File: src/rtl/npu_exp_pkg.sv
// rtl/npu_exp_pkg.sv - shared types and constants for the exp_pipeline front end
//
// Purpose: operand/result widths, the Q0.31 result type and the requester tag
// type used by exp_arbiter and its tag FIFO. The tag type is sized for the
// largest supported requester count, so any NUM_REQ in 2..8 fits.
// Ports: none (package).

package npu_exp_pkg;

  localparam int EXP_DATA_W     = 32;
  localparam int EXP_INT_BITS_W = 4;
  localparam int EXP_MAX_REQ    = 8;
  localparam int EXP_TAG_W      = $clog2(EXP_MAX_REQ);

  // exp(x) result in Q0.31
  typedef logic [EXP_DATA_W-1:0] exp_q031_t;

  // Requester index carried alongside each in-flight operation
  typedef logic [EXP_TAG_W-1:0] exp_tag_t;

  // Next requester index after t, wrapping modulo n
  function automatic exp_tag_t exp_wrap_inc(input exp_tag_t t, input int n);
    return exp_tag_t'((int'(t) + 1) % n);
  endfunction

endpackage

File: src/rtl/exp_tag_fifo.sv
// rtl/exp_tag_fifo.sv - in-order FIFO of requester tags for in-flight exp operations
//
// Purpose: remembers which requester issued each pipeline operation so results
// can be routed back in issue order. A push and a pop in the same cycle are
// accepted even when full, because the pop frees the slot being written.
// Ports:
//   clk, rst        clock, asynchronous active-high reset (empties the FIFO)
//   push, push_tag  write a tag (ignored when full without a concurrent pop)
//   pop, pop_tag    pop_tag shows the oldest entry; pop removes it
//   full, empty     occupancy flags
//   count           number of entries held (0..DEPTH)

module exp_tag_fifo
  import npu_exp_pkg::*;
#(
  parameter int DEPTH = 16
) (
  input  logic                       clk,
  input  logic                       rst,
  input  logic                       push,
  input  exp_tag_t                   push_tag,
  input  logic                       pop,
  output exp_tag_t                   pop_tag,
  output logic                       full,
  output logic                       empty,
  output logic [$clog2(DEPTH):0]     count
);

  localparam int PTR_W = $clog2(DEPTH);
  localparam int CNT_W = PTR_W + 1;

  exp_tag_t           mem_q [DEPTH];
  logic [PTR_W-1:0]   wr_ptr_q, wr_ptr_d;
  logic [PTR_W-1:0]   rd_ptr_q, rd_ptr_d;
  logic [CNT_W-1:0]   count_q, count_d;
  logic               do_push;
  logic               do_pop;

  assign full    = (count_q == CNT_W'(DEPTH));
  assign empty   = (count_q == '0);
  assign count   = count_q;
  assign pop_tag = mem_q[rd_ptr_q];

  always_comb begin
    do_push  = push & (~full | pop);
    do_pop   = pop & ~empty;
    // Pointers are exactly log2(DEPTH) bits, so they wrap on their own
    wr_ptr_d = wr_ptr_q + PTR_W'(do_push);
    rd_ptr_d = rd_ptr_q + PTR_W'(do_pop);
    count_d  = count_q + CNT_W'(do_push) - CNT_W'(do_pop);
  end

  always_ff @(posedge clk or posedge rst) begin
    if (rst) begin
      wr_ptr_q <= '0;
      rd_ptr_q <= '0;
      count_q  <= '0;
    end else begin
      wr_ptr_q <= wr_ptr_d;
      rd_ptr_q <= rd_ptr_d;
      count_q  <= count_d;
    end
  end

  // Storage needs no reset: an entry is only read after it has been written
  always_ff @(posedge clk) begin
    if (do_push) begin
      mem_q[wr_ptr_q] <= push_tag;
    end
  end

endmodule

File: src/rtl/exp_arbiter.sv
// rtl/exp_arbiter.sv - round-robin sharing of one exp_pipeline among NUM_REQ requesters
//
// Purpose: grants at most one requester per cycle into exp_pipeline, records the
// granted index in an in-order tag FIFO, and routes each pipeline result back to
// its requester as a one-cycle one-hot strobe. Adds one register stage on issue
// and one on return.
// Optional build macro: EXP_ARB_PRIO_EN - requester 0 wins whenever it is valid
// (pointer not advanced); requesters 1..NUM_REQ-1 share round-robin. Undefined:
// plain round-robin over all requesters.
// Ports:
//   clk, rst                     clock, asynchronous active-high reset
//   req_valid/req_ready          per-requester handshake (ready one-hot or zero)
//   req_x, req_int_bits          packed operands / Qm.n integer-bit counts
//   pipe_x, pipe_integer_bits,
//   pipe_input_valid             registered issue towards exp_pipeline
//   pipe_exp_x, pipe_output_valid  result from exp_pipeline
//   rsp_valid, rsp_data          one-hot result strobe and shared result bus
//   err_orphan                   sticky: result seen with no tag outstanding

module exp_arbiter
  import npu_exp_pkg::*;
#(
  parameter int NUM_REQ   = 4,
  parameter int TAG_DEPTH = 16,
  parameter int DATA_W    = EXP_DATA_W
) (
  input  logic                               clk,
  input  logic                               rst,
  input  logic [NUM_REQ-1:0]                 req_valid,
  output logic [NUM_REQ-1:0]                 req_ready,
  input  logic [NUM_REQ*DATA_W-1:0]          req_x,
  input  logic [NUM_REQ*EXP_INT_BITS_W-1:0]  req_int_bits,
  output logic [DATA_W-1:0]                  pipe_x,
  output logic [EXP_INT_BITS_W-1:0]          pipe_integer_bits,
  output logic                               pipe_input_valid,
  input  logic [DATA_W-1:0]                  pipe_exp_x,
  input  logic                               pipe_output_valid,
  output logic [NUM_REQ-1:0]                 rsp_valid,
  output logic [DATA_W-1:0]                  rsp_data,
  output logic                               err_orphan
);

  localparam int CNT_W = $clog2(TAG_DEPTH) + 1;

  exp_tag_t                    ptr_q, ptr_d;
  logic [DATA_W-1:0]           pipe_x_q, pipe_x_d;
  logic [EXP_INT_BITS_W-1:0]   pipe_int_bits_q, pipe_int_bits_d;
  logic                        pipe_valid_q, pipe_valid_d;
  logic [NUM_REQ-1:0]          rsp_valid_q, rsp_valid_d;
  logic [DATA_W-1:0]           rsp_data_q, rsp_data_d;
  logic                        err_orphan_q, err_orphan_d;

  logic [EXP_MAX_REQ-1:0]      valid_ext;
  exp_tag_t                    cand;
  exp_tag_t                    gidx;
  logic                        found;
  logic                        grant;
  logic                        can_issue;
  logic                        pop;
  logic                        push;
  logic [DATA_W-1:0]           sel_x;
  logic [EXP_INT_BITS_W-1:0]   sel_ib;

  exp_tag_t                    pop_tag;
  logic                        tag_full;
  logic                        tag_empty;
  logic [CNT_W-1:0]            tag_count;

  // A result pops its tag in the same cycle, so a full FIFO can still accept
  // one new issue alongside it.
  assign pop       = pipe_output_valid & ~tag_empty;
  assign can_issue = (tag_count < CNT_W'(TAG_DEPTH)) | pop;
  // Redundant with can_issue; keeps the FIFO write interlocked on its own flag
  assign push      = grant & (~tag_full | pop);

  // Arbitration: first valid requester at or after ptr_q, wrapping
  always_comb begin
    valid_ext = '0;
    valid_ext[NUM_REQ-1:0] = req_valid;
`ifdef EXP_ARB_PRIO_EN
    // Requester 0 is handled by the priority override below
    valid_ext[0] = 1'b0;
`endif
    cand  = '0;
    gidx  = '0;
    found = 1'b0;
    for (int k = 0; k < NUM_REQ; k++) begin
      cand = exp_tag_t'((int'(ptr_q) + k) % NUM_REQ);
      if (!found && valid_ext[cand]) begin
        found = 1'b1;
        gidx  = cand;
      end
    end
`ifdef EXP_ARB_PRIO_EN
    if (req_valid[0]) begin
      found = 1'b1;
      gidx  = '0;
    end
`endif
    // Gating with rst keeps req_ready low for the whole reset window
    grant = found & can_issue & ~rst;

    ptr_d = ptr_q;
    if (grant) begin
      ptr_d = exp_wrap_inc(gidx, NUM_REQ);
    end
`ifdef EXP_ARB_PRIO_EN
    if (req_valid[0]) begin
      ptr_d = ptr_q;
    end
`endif

    req_ready = '0;
    sel_x     = '0;
    sel_ib    = '0;
    for (int k = 0; k < NUM_REQ; k++) begin
      if (gidx == exp_tag_t'(k)) begin
        req_ready[k] = grant;
        sel_x        = req_x[k*DATA_W +: DATA_W];
        sel_ib       = req_int_bits[k*EXP_INT_BITS_W +: EXP_INT_BITS_W];
      end
    end
  end

  // Issue and return registers
  always_comb begin
    pipe_valid_d    = grant;
    pipe_x_d        = pipe_x_q;
    pipe_int_bits_d = pipe_int_bits_q;
    if (grant) begin
      pipe_x_d        = sel_x;
      pipe_int_bits_d = sel_ib;
    end

    rsp_valid_d = '0;
    rsp_data_d  = rsp_data_q;
    if (pop) begin
      rsp_data_d = pipe_exp_x;
      for (int k = 0; k < NUM_REQ; k++) begin
        rsp_valid_d[k] = (pop_tag == exp_tag_t'(k));
      end
    end

    err_orphan_d = err_orphan_q | (pipe_output_valid & tag_empty);
  end

  always_ff @(posedge clk or posedge rst) begin
    if (rst) begin
      ptr_q           <= '0;
      pipe_x_q        <= '0;
      pipe_int_bits_q <= '0;
      pipe_valid_q    <= 1'b0;
      rsp_valid_q     <= '0;
      rsp_data_q      <= '0;
      err_orphan_q    <= 1'b0;
    end else begin
      ptr_q           <= ptr_d;
      pipe_x_q        <= pipe_x_d;
      pipe_int_bits_q <= pipe_int_bits_d;
      pipe_valid_q    <= pipe_valid_d;
      rsp_valid_q     <= rsp_valid_d;
      rsp_data_q      <= rsp_data_d;
      err_orphan_q    <= err_orphan_d;
    end
  end

  assign pipe_x            = pipe_x_q;
  assign pipe_integer_bits = pipe_int_bits_q;
  assign pipe_input_valid  = pipe_valid_q;
  assign rsp_valid         = rsp_valid_q;
  assign rsp_data          = rsp_data_q;
  assign err_orphan        = err_orphan_q;

  exp_tag_fifo #(
    .DEPTH (TAG_DEPTH)
  ) u_tag_fifo (
    .clk      (clk),
    .rst      (rst),
    .push     (push),
    .push_tag (gidx),
    .pop      (pop),
    .pop_tag  (pop_tag),
    .full     (tag_full),
    .empty    (tag_empty),
    .count    (tag_count)
  );

endmodule

File: config.mk
export PLATFORM = sky130hd
export DESIGN_NAME = exp_arbiter
export DESIGN_NICKNAME = d
export VERILOG_FILES = /design/src/rtl/npu_exp_pkg.sv /design/src/rtl/exp_tag_fifo.sv /design/src/rtl/exp_arbiter.sv
export SDC_FILE = /design/constraint.sdc
export NUM_CORES = 1
export LEC_CHECK = 0
export CORE_ASPECT_RATIO = 0.7
export CORE_UTILIZATION = 47
export DETAILED_ROUTE_END_ITERATION = 16
export PLACE_DENSITY = 0.87
export SLEW_MARGIN = 15
export SYNTH_ARGS = -nofsm -noshare
export SYNTH_HDL_FRONTEND = slang
export SYNTH_SLANG_ARGS = --single-unit
File: constraint.sdc
create_clock -name clk -period 8.47 [get_ports clk]
set_input_delay 2.1175 -clock clk [delete_from_list [all_inputs] [get_ports clk]]
set_output_delay 2.1175 -clock clk [all_outputs]
set_load 0.01 [all_outputs]
==> flow_metrics.env, run 1 <==
export IMPL_status="finished with violations"
export IMPL_failed_checks="DRC"
export IMPL_hold_viol=0
export IMPL_cpPeakStageDelay_ps=550
export IMPL_finalCritPeriodShare_pct=80.1
export IMPL_synth_seq_area_share_pct=51.6
export IMPL_syn_nets=761
export IMPL_tritoncts="yes"
export IMPL_pwr_share_seq_pct=32.8
export IMPL_critPathCaptureType="output pin"
export IMPL_syn_avg_cell_area_um2=11.0
export IMPL_fill_cells=773
export IMPL_power_mw=2.88
export IMPL_leakagePower_nw=3.86
export IMPL_via_per_inst=5.57
export IMPL_max_clock_path_buffers=2
export IMPL_wl_um=19200
export IMPL_slew_limit_headroom_pct=34.7
export IMPL_hold_buffers=0
export IMPL_portBuffers=260
export IMPL_r2r_start="u_tag_fifo.count[2]$_DFF_PP0_"
export IMPL_rsz0062_at_grt="no"
export IMPL_grt_usage_pct=29.2
export IMPL_io_pins=261
export IMPL_cts_buffers_inserted=17
export IMPL_drv_slew=0
export IMPL_multi_input_area_mm2=0.00262
export IMPL_p_per_area_mw_per_mm2=306
export IMPL_gp_congestion=0.901
export IMPL_synth_async_reset_ratio_pct=73.6
export IMPL_arrival_ps=4670
export IMPL_nets=1005
export IMPL_synth_area_mm2=0.00618
export IMPL_cp_required_ps=6350
export IMPL_reg2reg_to="u_tag_fifo.count[4]$_DFF_PP0_"
export IMPL_power_internal_mw=1.85
export IMPL_combPwrFrac_pct=43.2
export IMPL_ys_warn_count=0
export IMPL_r2r_slack_ps=4940
export IMPL_diodes=0
export IMPL_detail_route_antenna_nets=0
export IMPL_hp_class="reg -> reg"
export IMPL_switching_power_mw=1.03
export IMPL_drt_wirelength_per_cell_um=19.5
export IMPL_first_pass_iters=14
export IMPL_crit_path_frequent_cell="clkdlybuf4s50_1"
export IMPL_grt_pass1_vias=5786
export IMPL_std_cell_rows=34
export IMPL_skew_ps=8.73
export IMPL_dp_cells=950
export IMPL_die_h_um=97.9
export IMPL_synth_edf_count=32
export IMPL_setup_violations=0
export IMPL_layout_drive_gt1_share_pct=10.1
export IMPL_clock_latency_ps=420
export IMPL_start_util_pct=48.9
export IMPL_sw_frac_of_total_pct=35.9
export IMPL_rr_worst_depth=13
export IMPL_layoutNonFillerInstCount=982
export IMPL_startpoint_type="input port"
export IMPL_vias=5471
export IMPL_ir_worst_vdd_uv=206
export IMPL_clkPwrFrac_pct=24.0
export IMPL_cp_max_fo=18
export IMPL_fin_setup_tns_ps=0
export IMPL_crit_chain="clkdlybuf4s50_1, a21oi_1, o21a_1, o22ai_1, inv_1, ha_2, and2_1, clkdlybuf4s50_1"
export IMPL_fp_dieW_um=139
export IMPL_crit_path_start="req_valid[0]"
export IMPL_synth_seq_cells=121
export IMPL_worstMarginPinSlew_ps=970
export IMPL_die_area_mm2=0.0136
export IMPL_crit_type="in -> out"
export IMPL_crit_end="req_ready[2]"
export IMPL_antenna_found_initial=0
export IMPL_syn_inst=563
export IMPL_post_route_drc_count=2
export IMPL_cts_htree_levels=4
export IMPL_overflow=0
export IMPL_drt_iter0_drc=455
export IMPL_critPathSlowestCell="clkdlybuf4s50_1"
export IMPL_grt_max_degree=73
export IMPL_synthFlopType="dfrtp_1"
export IMPL_cts_root_buf="clkbuf_16"
export IMPL_min_period_ps=6790
export IMPL_max_freq_mhz=147
export IMPL_grt_pass1_wl_um=30300
export IMPL_area_growth_pct=52.3
export IMPL_cap_viol_max_count=0
export IMPL_core_mm2=0.0126
export IMPL_cts_setup_buffers=0
export IMPL_hpwl_um=13800
export IMPL_whs_ps=500
export IMPL_area_sequential_mm2=0.00319
export IMPL_clock_sinks=121
export IMPL_cts_resized_gates=0
export IMPL_yosysUniqueCellTypes=41
export IMPL_clk_pin_slew_worst_paths_ps=60
-- metrics by stage --
step,utilization (%),area (um2),setup slack [ps]
floorplan,-,6180,2140
global placement,70.1,8850,1760
detailed placement,70.1,8850,1760
CTS,74.5,9410,1720
global route,74.5,9410,1570
finish,74.5,9410,1680
-- layout make-up --
| type | instances | area share (%) |
|---|---|---|
| clock buffer | 18 | 4.67 |
| clock inverter | 14 | 1.28 |
| inverter | 48 | 1.93 |
| multi-input combinational | 351 | 27.8 |
| sequential | 121 | 33.9 |
| tap | 162 | 2.15 |
| timing repair buffer | 268 | 28.3 |
-- layer usage --
layer	vias up	global-route usage (%)	wire (um)
met1	2646	35.0	7590
met4	0	13.7	781
met2	259	48.6	9340
met5	-	0	0
li1	2507	-	-
met3	59	9.22	1450
-- flip-flops by register name (all words and copies together), names as in the netlist --
register / flops
rsp_data: 32
pipe_x: 32
err_orphan: 1
rsp_valid: 4
ptr_q: 2
u_tag_fifo.rd_ptr_q: 4
pipe_input_valid: 1
u_tag_fifo.wr_ptr_q: 4
u_tag_fifo.mem_q: 32
u_tag_fifo.count: 5
pipe_integer_bits: 4
-- critical path, delay by kind of cell --
kind | cells | cell delay [ps]
compound gates | 3 | 640
simple gates | 1 | 160
buf+inv | 3 | 1450
fa+ha+maj | 1 | 310
-- power groups by stage --
| stage | clock, mW | combinational (mW) | sequential, mW |
|---|---|---|---|
| floorplan | 0 | 0.685 | 0.957 |
| global placement | 0 | 1.20 | 0.934 |
| detailed placement | 0 | 1.23 | 0.947 |
| CTS | 0.695 | 1.25 | 0.944 |
| global route | 0.724 | 1.35 | 0.967 |
| finish | 0.692 | 1.24 | 0.945 |
-- logic make-up (layout without fill, tap and decap cells) --
logic type      Yosys count  in the layout  synth area share (%)
simple gates            156            156                  12.0
compound gates          123            123                  15.4
flops                   121            121                  51.6
buf+inv                  91            348                  6.28
mux                      49             49                  10.4
fa+ha+maj                15             15                  3.16
xor+xnor                  8              8                  1.13
-- cells in the final DEF (no fill, tap or decap), types with 5 or more instances in the layout --
master           instances
buf_4                    8
mux4_1                   6
dfrtp_1                 89
a211o_1                 36
ha_1                    11
nand2_1                 40
clkdlybuf4s50_1        260
inv_1                   47
a221oi_1                36
nor3_1                   5
a31oi_1                 36
a21oi_1                  7
nor2_1                  55
mux2_2                  33
edfxtp_1                32
nor2b_1                 35
mux2i_1                  9
clkbuf_16               17
-- cells in the mapped netlist, types with 3 or more instances --
cell	instances	area share (%)
nand2_1	40	2.4
dfrtp_1	89	36
ha_1	14	2.8
xnor2_1	4	0.57
nor2_1	55	3.3
nand3b_1	3	0.36
a211o_1	36	5.1
mux4_1	6	2.6
buf_2	12	0.97
edfxtp_1	32	16
nand3_1	4	0.32
and2_1	4	0.40
nor3_1	5	0.40
a31oi_1	36	3.6
nor2b_1	35	3.5
a21oi_1	7	0.57
a221oi_1	36	5.1
xor2_1	4	0.57
inv_1	48	2.9
buf_6	4	0.73
mux2_2	33	6.0
clkbuf_1	24	1.5
nand2b_1	4	0.40
mux2i_1	9	1.5
-- worst min-delay path by stage --
stage | start | end | slack (ps) | cells after the start
CTS | err_orphan$_DFF_PP0_ | err_orphan$_DFF_PP0_ | 500 | 1
floorplan | u_tag_fifo.count[4]$_DFF_PP0_ | pipe_input_valid$_DFF_PP0_ | 500 | 1
finish | err_orphan$_DFF_PP0_ | err_orphan$_DFF_PP0_ | 500 | 1
global placement | err_orphan$_DFF_PP0_ | err_orphan$_DFF_PP0_ | 470 | 1
global route | err_orphan$_DFF_PP0_ | err_orphan$_DFF_PP0_ | 520 | 1
detailed placement | err_orphan$_DFF_PP0_ | err_orphan$_DFF_PP0_ | 490 | 1
Power figures use the tool's default switching activity.
==> run 2, diff against run 1 <==
- CORE_UTILIZATION: 47 -> 39
- PLACE_DENSITY: 0.87 -> 0.77
- clock period: 8.47 -> 6.05 ns (I/O delays scaled with it)
==> run 2 against run 1 <==
The flow still finishes with violations (DRC). Combinational power up 39%. Worst hold slack better by 3.7 ps. Clock skew is 2.8 ps higher. Utilization down 13 points. Cell area up 0.89%. Critical path depth is the same. Largest cell class unchanged.
==> flow_metrics.env, run 2 (synthesis results as in run 1) <==
export IMPL_grt_pass1_vias=5513
export IMPL_crit_type="in -> out"
export IMPL_crit_chain="clkdlybuf4s50_1, a21oi_1, o21a_1, o22ai_1, inv_1, ha_2, and2_1, clkdlybuf4s50_1"
export IMPL_worstHoldEndpoint="rsp_data[22]$_DFFE_PP0P_"
export IMPL_cts_resized_gates=0
export IMPL_grt_pass1_wl_um=28500
export IMPL_cp_max_fo=18
export IMPL_fin_area_mm2=0.00950
export IMPL_power_internal_mw=2.64
export IMPL_drt_wirelength_per_cell_um=17.3
export IMPL_hp_start="rsp_data[22]$_DFFE_PP0P_"
export IMPL_die_area_mm2=0.0164
export IMPL_cpPeakStageDelay_ps=560
export IMPL_rr_worst_depth=13
export IMPL_slew_limit_headroom_pct=46.2
export IMPL_nets=1005
export IMPL_antenna_found_initial=0
export IMPL_max_freq_mhz=181
export IMPL_hpwl_um=13200
export IMPL_failed_checks="DRC"
export IMPL_setup_violations=0
export IMPL_pwr_share_seq_pct=32.5
export IMPL_dp_cells=988
export IMPL_dpl_instance_area_mm2=0.00890
export IMPL_combPwrFrac_pct=42.6
export IMPL_rsz0062_at_grt="no"
export IMPL_area_growth_pct=53.7
export IMPL_hp_class="reg -> reg"
export IMPL_ir_worst_vdd_uv=215
export IMPL_hold_buffers=0
export IMPL_via_per_inst=5.18
export IMPL_std_cell_rows=38
export IMPL_clkPwrFrac_pct=24.9
export IMPL_clock_latency_ps=410
export IMPL_layout_common_cells="clkdlybuf4s50_1, dfrtp_1, nor2_1"
export IMPL_post_route_drc_count=3
export IMPL_cts_buffers_inserted=17
export IMPL_status="finished with violations"
export IMPL_gp_congestion=0.828
export IMPL_layoutNonFillerInstCount=1020
export IMPL_reg2reg_to="u_tag_fifo.count[4]$_DFF_PP0_"
export IMPL_max_clock_path_buffers=2
export IMPL_wl_um=17600
export IMPL_io_pins=261
export IMPL_drv_slew=0
export IMPL_holdPathStages=1
export IMPL_critPathCaptureType="output pin"
export IMPL_detail_route_antenna_nets=0
export IMPL_r2r_start="u_tag_fifo.count[2]$_DFF_PP0_"
export IMPL_first_pass_iters=10
export IMPL_critPathTopFamily="buffers and inverters"
export IMPL_arrival_ps=4020
export IMPL_diodes=0
export IMPL_portBuffers=260
export IMPL_clk_pin_slew_worst_paths_ps=60
export IMPL_cap_viol_max_count=0
export IMPL_overflow=0
export IMPL_final_common_cell="clkdlybuf4s50_1"
export IMPL_core_mm2=0.0155
export IMPL_clock_sinks=121
export IMPL_leakagePower_nw=3.87
export IMPL_grt_usage_pct=22.4
export IMPL_vias=5283
export IMPL_tritoncts="yes"
export IMPL_worstMarginPinSlew_ps=804
export IMPL_sw_frac_of_total_pct=34.6
export IMPL_r2r_slack_ps=2610
export IMPL_switching_power_mw=1.40
export IMPL_startpoint_type="input port"
export IMPL_grt_max_degree=73
export IMPL_multi_input_area_mm2=0.00262
export IMPL_critPathSlowestCell="clkdlybuf4s50_1"
export IMPL_area_sequential_mm2=0.00319
export IMPL_crit_path_frequent_cell="clkdlybuf4s50_1"
export IMPL_hold_viol=0
export IMPL_fill_cells=1263
export IMPL_layout_drive_gt1_share_pct=10.1
export IMPL_finalCritPeriodShare_pct=91.5
export IMPL_cp_required_ps=4540
export IMPL_cts_setup_buffers=0
export IMPL_cts_htree_levels=4
export IMPL_die_h_um=107
export IMPL_skew_ps=11.5
export IMPL_drt_iter0_drc=244
export IMPL_fin_setup_tns_ps=0
export IMPL_path_buf_inv=3
export IMPL_fp_dieW_um=152
export IMPL_p_per_area_mw_per_mm2=425
export IMPL_whs_ps=503
export IMPL_start_util_pct=39.9
export IMPL_cts_root_buf="clkbuf_16"
export IMPL_min_period_ps=5540
run 2: changes by cell type in the layout (fill, tap and decap cells not counted), sizes merged:
cell	delta
clkbuf	+1
clkinv	-2
bufinv	+1
run 2: routing by layer:
metal,up-vias,share of wire (%),global-route usage [%]
met1,2568,41,26.7
met4,0,1.5,6.57
met3,24,6.8,6.56
met2,181,50,39.6
li1,2510,-,-
met5,-,0,0
run 2: power by group through the flow:
| stage | clock network (mW) | logic (mW) | registers (mW) |
|---|---|---|---|
| 3_5_place_dp | 0 | 1.72 | 1.32 |
| 5_1_grt | 1.06 | 1.89 | 1.35 |
| 3_3_place_gp | 0 | 1.67 | 1.31 |
| 6_report | 1.00 | 1.72 | 1.31 |
| 2_1_floorplan | 0 | 0.959 | 1.34 |
| 4_1_cts | 1.02 | 1.74 | 1.32 |
run 2: worst max path at each step:
stage / to / slack, ps / depth (start not counted) / from
floorplan: req_ready[3] / 930 / 7 / req_valid[2]
global placement: req_ready[2] / 660 / 8 / req_valid[0]
detailed placement: req_ready[3] / 550 / 8 / req_valid[0]
CTS: req_ready[3] / 500 / 8 / req_valid[0]
global route: req_ready[3] / 410 / 8 / req_valid[0]
finish: req_ready[3] / 510 / 8 / req_valid[0]
run 2: through the flow:
stage | power (mW) | utilization, % | setup WS, ps
floorplan | 2.30 | - | 926
global placement | 2.98 | 57.4 | 658
detailed placement | 3.05 | 57.4 | 550
CTS | 4.07 | 61.3 | 496
global route | 4.29 | 61.3 | 412
finish | 4.03 | 61.3 | 513
run 2: cell type report:
type	instances	share of cell area [%]
inverter	48	1.92
sequential	121	33.6
clock inverter	13	1.49
multi-input combinational	351	27.6
tap	200	2.64
timing repair buffer	268	28.0
clock buffer	19	4.77
==> run 3, diff against run 2 <==
- SLEW_MARGIN: 15 -> 40
==> run 3 against run 2 <==
The run still ends with DRC left. Cell area down 0.30%. Critical path depth did not move. Clock-buffer cell count decreased by 2. Total power decreased by 1.2%. Global-route usage about the same. Flip-flop and latch count did not move. Combinational power is essentially flat. Critical path type unchanged. Die area unchanged. Setup slack improved by 90 ps. Sequential power barely moved. Non-clock buffer count is the same.
==> flow_metrics.env, run 3 (synthesis results as in run 1) <==
export IMPL_min_period_ps=5450
export IMPL_whs_ps=506
export IMPL_dp_cells=988
export IMPL_worstMarginPinSlew_ps=802
export IMPL_post_route_drc_count=3
export IMPL_core_mm2=0.0155
export IMPL_area_growth_pct=53.2
export IMPL_fin_setup_tns_ps=0
export IMPL_fp_dieW_um=152
export IMPL_first_pass_iters=12
export IMPL_hpwl_um=13200
export IMPL_arrival_ps=3930
export IMPL_hold_buffers=0
export IMPL_cts_htree_levels=4
export IMPL_vias=5313
export IMPL_cts_resized_gates=0
export IMPL_fin_area_mm2=0.00947
export IMPL_grt_max_degree=73
export IMPL_multi_input_area_mm2=0.00262
export IMPL_critPathCaptureType="output pin"
export IMPL_die_area_mm2=0.0164
export IMPL_cts_setup_buffers=0
export IMPL_crit_path_frequent_cell="clkdlybuf4s50_1"
export IMPL_crit_chain="clkdlybuf4s50_1, a21oi_1, o21a_1, o22ai_1, inv_1, ha_2, and2_1, clkdlybuf4s50_1"
export IMPL_hp_class="reg -> reg"
export IMPL_antenna_found_initial=0
export IMPL_start_util_pct=39.9
export IMPL_gp_congestion=0.828
export IMPL_nets=1005
export IMPL_diodes=0
export IMPL_met1_usage_pct=27.0
export IMPL_cap_viol_max_count=0
export IMPL_fill_cells=1238
export IMPL_max_freq_mhz=184
export IMPL_p_per_area_mw_per_mm2=421
export IMPL_cpPeakStageDelay_ps=540
export IMPL_cts_root_buf="clkbuf_16"
export IMPL_clk_pin_slew_worst_paths_ps=60
export IMPL_dpl_instance_area_mm2=0.00890
export IMPL_hold_viol=0
export IMPL_cts_buffers_inserted=17
export IMPL_failed_checks="DRC"
export IMPL_clock_sinks=121
export IMPL_setup_ws_ps=603
export IMPL_top_usage_layer="met2"
export IMPL_drv_slew=0
export IMPL_die_h_um=107
export IMPL_layout_drive_gt1_share_pct=10.1
export IMPL_wl_um=17700
export IMPL_startpoint_type="input port"
export IMPL_ir_worst_vdd_uv=213
export IMPL_skew_ps=12.2
export IMPL_portBuffers=260
export IMPL_slew_limit_headroom_pct=46.3
export IMPL_grt_pass1_wl_um=28400
export IMPL_setup_violations=0
export IMPL_finalCritPeriodShare_pct=90.0
export IMPL_rsz0062_at_grt="no"
export IMPL_grt_usage_pct=22.5
export IMPL_final_common_cell="clkdlybuf4s50_1"
export IMPL_clock_latency_ps=410
export IMPL_max_clock_path_buffers=2
export IMPL_layout_common_cells="clkdlybuf4s50_1, dfrtp_1, nor2_1"
export IMPL_met3_usage_pct=7.65
export IMPL_layoutNonFillerInstCount=1020
export IMPL_io_pins=261
export IMPL_cp_required_ps=4540
export IMPL_critPathSlowestCell="clkdlybuf4s50_1"
export IMPL_cp_max_fo=18
export IMPL_drt_iter0_drc=203
export IMPL_crit_type="in -> out"
export IMPL_std_cell_rows=38
export IMPL_leakagePower_nw=3.86
export IMPL_detail_route_antenna_nets=0
export IMPL_met2_usage_pct=38.3
export IMPL_overflow=0
export IMPL_area_sequential_mm2=0.00319
export IMPL_pre_cts_slack_ps=565
export IMPL_grt_pass1_vias=5488
export IMPL_status="finished with violations"
export IMPL_tritoncts="yes"
export IMPL_via_per_inst=5.21
export IMPL_drt_wirelength_per_cell_um=17.3
run 3: stage by stage:
stage	power, mW	utilization (%)
floorplan	2.30	-
global placement	2.98	57.4
detailed placement	3.04	57.5
CTS	4.02	61.1
global route	4.25	61.1
finish	3.99	61.1
run 3: where the power goes:
group	leakage [nW]	switching [mW]	total, mW	internal (mW)
clock network	0.278	0.385	0.956	0.572
registers	1.33	0.202	1.31	1.11
logic	2.26	0.820	1.72	0.896
run 3: layout make-up:
cell class | instances | share of cell area (%)
tap | 200 | 2.64
clock buffer | 17 | 4.49
multi-input combinational | 351 | 27.7
timing repair buffer | 268 | 28.1
clock inverter | 15 | 1.45
sequential | 121 | 33.7
inverter | 48 | 1.96
run 3: critical path: cells and delay by family:
| kind | cells | cell delay (ps) |
|---|---|---|
| buffers and inverters | 3 | 1390 |
| AO/OA/AOI/OAI | 3 | 580 |
| adder cells (fa/ha/maj) | 1 | 300 |
| AND/OR/NAND/NOR | 1 | 140 |
run 3: per-layer routing:
layer  wire length (um)  vias to the layer above  share of wire, %
li1                   -                     2512                 -
met1               7380                     2605                42
met2               8780                      176                50
met5                  0                        -                 0
met4                292                        0               1.7
met3               1230                       20               6.9
run 3: path summary, 6_finish.rpt:
| check | start | end | slack, ps | depth (start not counted) |
|---|---|---|---|---|
| worst max register to register | u_tag_fifo.count[2]$_DFF_PP0_ | u_tag_fifo.count[4]$_DFF_PP0_ | 2640 | 13 |
| worst min-delay path | rsp_data[16]$_DFFE_PP0P_ | rsp_data[16]$_DFFE_PP0P_ | 510 | 1 |
| min in group asynchronous | rst | ptr_q[1]$_DFFE_PP0N_ | 1630 | 2 |
| max in group asynchronous | rst | rsp_data[27]$_DFFE_PP0P_ | 3590 | 3 |
| worst max-delay path | req_valid[0] | req_ready[3] | 600 | 8 |
| worst min register to register | rsp_data[16]$_DFFE_PP0P_ | rsp_data[16]$_DFFE_PP0P_ | 510 | 1 |
